[config.mk]
export PLATFORM = sky130hd
export DESIGN_NAME = data_sram_bridge_flat
export DESIGN_NICKNAME = d
export VERILOG_FILES = /design/src/rtl/data_sram_bridge_if.sv /design/src/rtl/data_sram_bridge.sv /design/src/flat_wrapper.sv
export SDC_FILE = /design/constraint.sdc
export NUM_CORES = 1
export LEC_CHECK = 0
export CAP_MARGIN = 20
export CORE_AREA = 2 2 173 141
export DETAILED_ROUTE_END_ITERATION = 6
export DIE_AREA = 0 0 175 143
export GPL_TIMING_DRIVEN = 0
export PLACE_DENSITY = 0.79
export SYNTH_ARGS = -nofsm -noshare
export SYNTH_HDL_FRONTEND = slang
export SYNTH_SLANG_ARGS = --single-unit
[constraint.sdc]
create_clock -name clk -period 4.2 [get_ports clk]
set_input_delay 0.63 -clock clk [delete_from_list [all_inputs] [get_ports clk]]
set_output_delay 0.63 -clock clk [all_outputs]
set_load 0.01 [all_outputs]
[src/rtl/data_sram_bridge_if.sv]
// data_sram_bridge_if: sram-like bus with addr_ok/data_ok handshakes.
// The bridge drives requests as master; the memory side answers as slave.
interface data_sram_bridge_if;
   logic        bus_req;
   logic        bus_wr;
   logic [3:0]  bus_wstrb;
   logic [31:0] bus_addr;
   logic [31:0] bus_wdata;
   logic        bus_addr_ok;
   logic        bus_data_ok;
   logic [31:0] bus_rdata;

   modport master (
      output bus_req, bus_wr, bus_wstrb, bus_addr, bus_wdata,
      input  bus_addr_ok, bus_data_ok, bus_rdata
   );

   modport slave (
      input  bus_req, bus_wr, bus_wstrb, bus_addr, bus_wdata,
      output bus_addr_ok, bus_data_ok, bus_rdata
   );
endinterface

[src/rtl/data_sram_bridge.sv]
// data_sram_bridge: turns the CPU's hold-until-ok data port into single
// outstanding sram-like bus transactions. Stores are posted into a small
// write buffer and retire in one cycle; loads wait until every earlier store
// has completed on the bus, so no forwarding is needed.
module data_sram_bridge #(
   parameter int WB_DEPTH = 4
) (
   input  logic               clk,
   input  logic               resetn,
   input  logic               cpu_en,
   input  logic [3:0]         cpu_wen,
   input  logic [31:0]        cpu_addr,
   input  logic [31:0]        cpu_wdata,
   output logic [31:0]        cpu_rdata,
   output logic               cpu_data_ok,
   data_sram_bridge_if.master bus_if
);

   localparam int PTR_W = $clog2(WB_DEPTH);
   localparam int CNT_W = PTR_W + 1;
   localparam logic [CNT_W-1:0] DEPTH_CNT = CNT_W'(WB_DEPTH);

   typedef enum logic [2:0] {
      IDLE     = 3'd0,
      RD_DRAIN = 3'd1,
      RD_REQ   = 3'd2,
      RD_DATA  = 3'd3,
      RESP     = 3'd4
   } cpu_state_e;

   typedef enum logic [1:0] {
      W_IDLE = 2'd0,
      W_REQ  = 2'd1,
      W_WAIT = 2'd2
   } wr_state_e;

   cpu_state_e       cpu_state_q, cpu_state_d;
   wr_state_e        wr_state_q, wr_state_d;
   logic [31:0]      cpu_rdata_q, cpu_rdata_d;
   logic [PTR_W-1:0] wr_ptr_q, wr_ptr_d;
   logic [PTR_W-1:0] rd_ptr_q, rd_ptr_d;
   logic [CNT_W-1:0] count_q, count_d;

   // Write-buffer storage; only pointers and count need a reset.
   logic [31:0]      wb_addr_q [WB_DEPTH];
   logic [3:0]       wb_strb_q [WB_DEPTH];
   logic [31:0]      wb_data_q [WB_DEPTH];

   logic             wb_push;
   logic             wb_pop;
   logic             wb_full;
   logic             wb_empty;

   // Fullness is judged on the count at the start of the cycle, so a pop in
   // the same cycle never makes room for a push.
   assign wb_full  = (count_q == DEPTH_CNT);
   assign wb_empty = (count_q == '0);

   assign cpu_data_ok = (cpu_state_q == RESP);
   assign cpu_rdata   = cpu_rdata_q;

   // CPU-side FSM: accepts stores into the buffer, sequences loads on the bus.
   always_comb begin
      cpu_state_d = cpu_state_q;
      cpu_rdata_d = cpu_rdata_q;
      wb_push     = 1'b0;
      case (cpu_state_q)
         IDLE: begin
            if (cpu_en) begin
               if (cpu_wen != 4'b0000) begin
                  if (!wb_full) begin
                     wb_push     = 1'b1;
                     cpu_state_d = RESP;
                  end
               end else begin
                  cpu_state_d = RD_DRAIN;
               end
            end
         end
         RD_DRAIN: begin
            // Loads are ordered behind every buffered or in-flight store.
            if (wb_empty && (wr_state_q == W_IDLE)) begin
               cpu_state_d = RD_REQ;
            end
         end
         RD_REQ: begin
            if (bus_if.bus_addr_ok) begin
               cpu_state_d = RD_DATA;
            end
         end
         RD_DATA: begin
            if (bus_if.bus_data_ok) begin
               cpu_rdata_d = bus_if.bus_rdata;
               cpu_state_d = RESP;
            end
         end
         RESP: begin
            // cpu_en is ignored here: the request being retired is still
            // held by the CPU and must not be accepted a second time.
            cpu_rdata_d = '0;
            cpu_state_d = IDLE;
         end
         default: begin
            cpu_state_d = IDLE;
         end
      endcase
   end

   // Write-drain FSM: pushes the buffer head onto the bus, pops on data_ok.
   always_comb begin
      wr_state_d = wr_state_q;
      wb_pop     = 1'b0;
      case (wr_state_q)
         W_IDLE: begin
            if (!wb_empty && (cpu_state_q != RD_REQ) && (cpu_state_q != RD_DATA)) begin
               wr_state_d = W_REQ;
            end
         end
         W_REQ: begin
            if (bus_if.bus_addr_ok) begin
               wr_state_d = W_WAIT;
            end
         end
         W_WAIT: begin
            if (bus_if.bus_data_ok) begin
               wb_pop     = 1'b1;
               wr_state_d = W_IDLE;
            end
         end
         default: begin
            wr_state_d = W_IDLE;
         end
      endcase
   end

   // FIFO pointer and occupancy update; pointers wrap at the power-of-two depth.
   always_comb begin
      wr_ptr_d = wr_ptr_q;
      rd_ptr_d = rd_ptr_q;
      count_d  = count_q;
      if (wb_push) begin
         wr_ptr_d = wr_ptr_q + PTR_W'(1);
      end
      if (wb_pop) begin
         rd_ptr_d = rd_ptr_q + PTR_W'(1);
      end
      case ({wb_push, wb_pop})
         2'b10:   count_d = count_q + CNT_W'(1);
         2'b01:   count_d = count_q - CNT_W'(1);
         default: count_d = count_q;
      endcase
   end

   // Bus request mux: the write path and the read path are never active together.
   always_comb begin
      bus_if.bus_req   = 1'b0;
      bus_if.bus_wr    = 1'b0;
      bus_if.bus_wstrb = 4'b0000;
      bus_if.bus_addr  = '0;
      bus_if.bus_wdata = '0;
      if (wr_state_q == W_REQ) begin
         bus_if.bus_req   = 1'b1;
         bus_if.bus_wr    = 1'b1;
         bus_if.bus_wstrb = wb_strb_q[rd_ptr_q];
         bus_if.bus_addr  = wb_addr_q[rd_ptr_q];
         bus_if.bus_wdata = wb_data_q[rd_ptr_q];
      end else if (cpu_state_q == RD_REQ) begin
         bus_if.bus_req  = 1'b1;
         bus_if.bus_addr = cpu_addr;
      end
   end

   // State, pointer and load-data registers; reset abandons any bus transfer.
   always_ff @(posedge clk or negedge resetn) begin
      if (!resetn) begin
         cpu_state_q <= IDLE;
         wr_state_q  <= W_IDLE;
         cpu_rdata_q <= '0;
         wr_ptr_q    <= '0;
         rd_ptr_q    <= '0;
         count_q     <= '0;
      end else begin
         cpu_state_q <= cpu_state_d;
         wr_state_q  <= wr_state_d;
         cpu_rdata_q <= cpu_rdata_d;
         wr_ptr_q    <= wr_ptr_d;
         rd_ptr_q    <= rd_ptr_d;
         count_q     <= count_d;
      end
   end

   // Write-buffer storage, written at the tail on each accepted store.
   always_ff @(posedge clk) begin
      if (wb_push) begin
         wb_addr_q[wr_ptr_q] <= cpu_addr;
         wb_strb_q[wr_ptr_q] <= cpu_wen;
         wb_data_q[wr_ptr_q] <= cpu_wdata;
      end
   end

endmodule
[src/flat_wrapper.sv]
// flat-port wrapper written by rule: the top's interface ports become plain ports
module data_sram_bridge_flat 
#(
   parameter int WB_DEPTH = 4
)
  (clk, resetn, cpu_en, cpu_wen, cpu_addr, cpu_wdata, cpu_rdata, cpu_data_ok, bus_if_bus_req, bus_if_bus_wr, bus_if_bus_wstrb, bus_if_bus_addr, bus_if_bus_wdata, bus_if_bus_addr_ok, bus_if_bus_data_ok, bus_if_bus_rdata);
  data_sram_bridge_if bus_if_i ();
  input  logic clk;
  input  logic resetn;
  input  logic cpu_en;
  input  logic [3:0] cpu_wen;
  input  logic [31:0] cpu_addr;
  input  logic [31:0] cpu_wdata;
  output logic [31:0] cpu_rdata;
  output logic cpu_data_ok;
  output wire logic [$bits(bus_if_i.bus_req)-1:0] bus_if_bus_req;
  output wire logic [$bits(bus_if_i.bus_wr)-1:0] bus_if_bus_wr;
  output wire logic [$bits(bus_if_i.bus_wstrb)-1:0] bus_if_bus_wstrb;
  output wire logic [$bits(bus_if_i.bus_addr)-1:0] bus_if_bus_addr;
  output wire logic [$bits(bus_if_i.bus_wdata)-1:0] bus_if_bus_wdata;
  input wire logic [$bits(bus_if_i.bus_addr_ok)-1:0] bus_if_bus_addr_ok;
  input wire logic [$bits(bus_if_i.bus_data_ok)-1:0] bus_if_bus_data_ok;
  input wire logic [$bits(bus_if_i.bus_rdata)-1:0] bus_if_bus_rdata;
  assign bus_if_bus_req = bus_if_i.bus_req;
  assign bus_if_bus_wr = bus_if_i.bus_wr;
  assign bus_if_bus_wstrb = bus_if_i.bus_wstrb;
  assign bus_if_bus_addr = bus_if_i.bus_addr;
  assign bus_if_bus_wdata = bus_if_i.bus_wdata;
  assign bus_if_i.bus_addr_ok = bus_if_bus_addr_ok;
  assign bus_if_i.bus_data_ok = bus_if_bus_data_ok;
  assign bus_if_i.bus_rdata = bus_if_bus_rdata;
  data_sram_bridge #(.WB_DEPTH(WB_DEPTH)) u_core (.clk(clk), .resetn(resetn), .cpu_en(cpu_en), .cpu_wen(cpu_wen), .cpu_addr(cpu_addr), .cpu_wdata(cpu_wdata), .cpu_rdata(cpu_rdata), .cpu_data_ok(cpu_data_ok), .bus_if(bus_if_i));
endmodule
==> summary.txt <==
Status
  – Status: finished, final reports clean

Layout
  – Post-route cell area: 0.0157 sq mm
  – Fin nets: 932
  – Post-layout util: 67.8%
  – P&R area growth vs syn: 29.2%
  – Layout cells sized above 1: 16.9%
  – Final Non-Filler Cells: 1158

Setup path
  – CP Max Fanout: 10
  – Startpoint types: flop
  – Cell count of the worst reg-to-reg path: 5
  – Critical path arrival: 3130 ps
  – Worst setup path class: flop to output port
  – CP Capture Type: output port
  – Reg2Reg Setup Slack: 1400 ps
  – RR Endpoint: u_core.wb_data_q[0][18]
  – Critical path data required time: 3570 ps
  – Worst r2r src: u_core.cpu_state_q[0]

CTS
  – Root buf cell: clkbuf_16
  – Post-cts resize count: 0
  – CTS tree: built
  – CTS Hold Bufs: 0
  – Worst-skew pair later-pin latency: 530 ps
  – Setup Buffers After CTS: 0
  – Max clock buf depth: 3
  – TritonCTS buffer count: 30
  – Clock H-tree levels: 1
  – CTS sink count: 316
  – Clock Pin Slew Worst Setup and Hold Paths: 60 ps

Place
  – Placed cell count: 1101
  – Port Buf Inserts: 207
  – DP HPWL: 16.1 mm
  – GPL Wtd Cong: 0.758
  – Cell area after placement: 0.0147 sq mm
  – Post-Place Worst Slack: 656 ps

GRT
  – GR peak layer: met2
  – Initial antenna violation count: 1
  – Largest net degree at the start of global routing: 45
  – Gr usage total: 20.0%
  – Vias in the first global route: 6915
  – Gr ovfl total: 0
  – First-pass GRT wire length: 38.5 mm
  – GR Util met3: 5.24%
  – GR met2 Demand/Resource: 33.0%
  – Met1 GRT Util: 27.7%

Timing
  – Fmax: 0.266 GHz
  – Total negative slack: 0 ps
  – Min cycle time layout: 3760 ps
  – Hold_ws: 259 ps
  – Rel. slew slack: 34.4%
  – Fin crit share: 89.6%
  – Worst slew pin tran: 984 ps
  – Final Setup Violations: 0
  – Unrepaired setup endpoints after global routing: no
  – Setup slack after layout: 435 ps
  – Slew Limit Fails: 0
  – Final Hold Fails: 0
  – Clock Skews: 9.85 ps

Floorplan
  – I/O pins: 208
  – Core Region: 0.0232 sq mm
  – Die Ht: 143 um
  – Chip width: 175 um
  – Full die area: 0.0250 sq mm
  – Row cnt: 50
  – Starting Density: 52.5%

Logic synthesis
  – Leading area contributor after synthesis: edfxtp_1
  – Synth top area share: 67.0%
  – Number of distinct library cells after synthesis: 36
  – Syn Nets: 689
  – XOR/XNOR Fraction of Synth Area: 0.431%
  – Mapped Cells: 578
  – Combinational family with the most area after synthesis: multiplexers
  – EDFF count, synth: 272
  – Synth Area in Compound Gates: 5.14%
  – Adder-Cell Fraction of Synth Area: 0.677%
  – Yosys Warn Count: 0
  – Asr flop ratio synth: 13.9%
  – Post-synth top cells: edfxtp_1, mux4_2, a22o_1
  – Simple logic cell fraction of the synthesized area: 3.36%
  – Synth Cell Area: 0.0122 sq mm
  – Sequential-to-total area share from yosys stat: 76.0%
  – Syn Area/Cell: 21.1 sq um
  – Top cells by area, synth: edfxtp_1, mux4_2, dfrtp_1
  – Most frequent cell after synthesis: edfxtp_1
  – Ys flop type: edfxtp_1
  – Yosys reg bits: 316
  – Mux cell area share after synthesis: 12.9%

Job
  – Max_cap viols: 0

Drt
  – Count of antenna-violating nets left after detailed routing: 0
  – DRT Wirelength: 24.9 mm
  – # DRC: 0
  – DRT Pass-1 Iters: 4
  – DRT iter0 DRCs: 577
  – DR vias/cell: 5.57
  – Avg WL per Cell: 21.5 um
  – Vias: 6452

Power and ir drop
  – P_sw: 2.91 mW
  – Power Density: 656 mW/mm^2
  – Sw frac: 28.2%
  – Sequential cell fraction of total power: 40.4%
  – Pleak: 5.41 nW
  – Clk pwr share: 26.0%
  – Power Internal: 7.41 mW
  – Worst VDD drop: 441 uV
  – Design Power: 10.3 mW
  – Part of the power in combinational logic: 33.6%

Worst hold path
  – Hold Crit Class: input pin to async pin
[worst max-delay path by stage]
stage / cells after the start / slack [ps] / endpoint / startpoint
after global routing: 6 / 250 / bus_if_bus_addr[30] / u_core.wr_state_q[0]
after floorplan: 3 / 610 / u_core.wb_addr_q[0][0] / cpu_en
after detailed placement: 6 / 660 / bus_if_bus_addr[23] / u_core.wr_state_q[0]
after CTS: 6 / 70 / bus_if_bus_addr[30] / u_core.wr_state_q[0]
final: 6 / 440 / bus_if_bus_addr[30] / u_core.wr_state_q[0]
after global placement: 4 / -1180 / u_core.wb_data_q[1][5] / cpu_en
[final cells by class]
class                           count  area [sq um]
Clock inverter                     16           151
Clock buffer                       40           850
Multi-Input combinational cell    220          2750
Buffer                             36           159
Antenna cell                        1          2.50
Fill cell                        1466          7460
Tap cell                          312           390
Timing Repair Buffer              211          2150
Inverter                            6          22.5
Sequential cell                   316          9270
[power by group through the flow]
stage,registers [mW],clock network (mW),logic [mW]
2_1_floorplan,4.21,0,2.04
3_3_place_gp,4.26,0,3.40
3_5_place_dp,4.23,0,3.52
4_1_cts,4.17,2.73,3.54
5_1_grt,4.21,2.86,3.74
6_report,4.17,2.69,3.47
[layer usage]
metal | wire (um) | part of all wire [%]
met5 | 0 | 0
met3 | 1960 | 7.9
met2 | 12100 | 48
met1 | 10600 | 42
met4 | 316 | 1.3
[kinds of logic after synthesis]
group                    after synthesis
AND/OR/NAND/NOR                       66
AO/OA/AOI/OAI                         71
adder cells (fa/ha/maj)                6
buffers and inverters                 42
flip-flops                           316
multiplexers                          71
XOR/XNOR                               6
[placed cells by master, fill, tap and decap left out, types with 5 or more instances in the layout]
cell,count
clkdlybuf4s50_1,206
buf_2,14
ha_1,5
clkinv_1,6
inv_1,6
clkbuf_1,27
mux4_2,68
a22o_1,64
edfxtp_1,272
clkbuf_16,31
and2_1,36
clkinv_2,6
dfrtp_1,44
[flip-flops by register name, indices dropped and copies added (netlist names)]
register	cells
u_core.count_q	3
u_core.cpu_rdata	32
u_core.cpu_state_q	3
u_core.rd_ptr_q	2
u_core.wb_addr_q	128
u_core.wb_data_q	128
u_core.wb_strb_q	16
u_core.wr_ptr_q	2
u_core.wr_state_q	2
[critical path, stage by stage, from the launching register on]
cell and delay [ps]:
dfrtp_1 440, nor2b_1 150, clkbuf_1 360, nor3_2 530
buf_2 360, a22o_1 210, clkdlybuf4s50_1 550
Note: power is estimated with default switching activity, not from simulation.
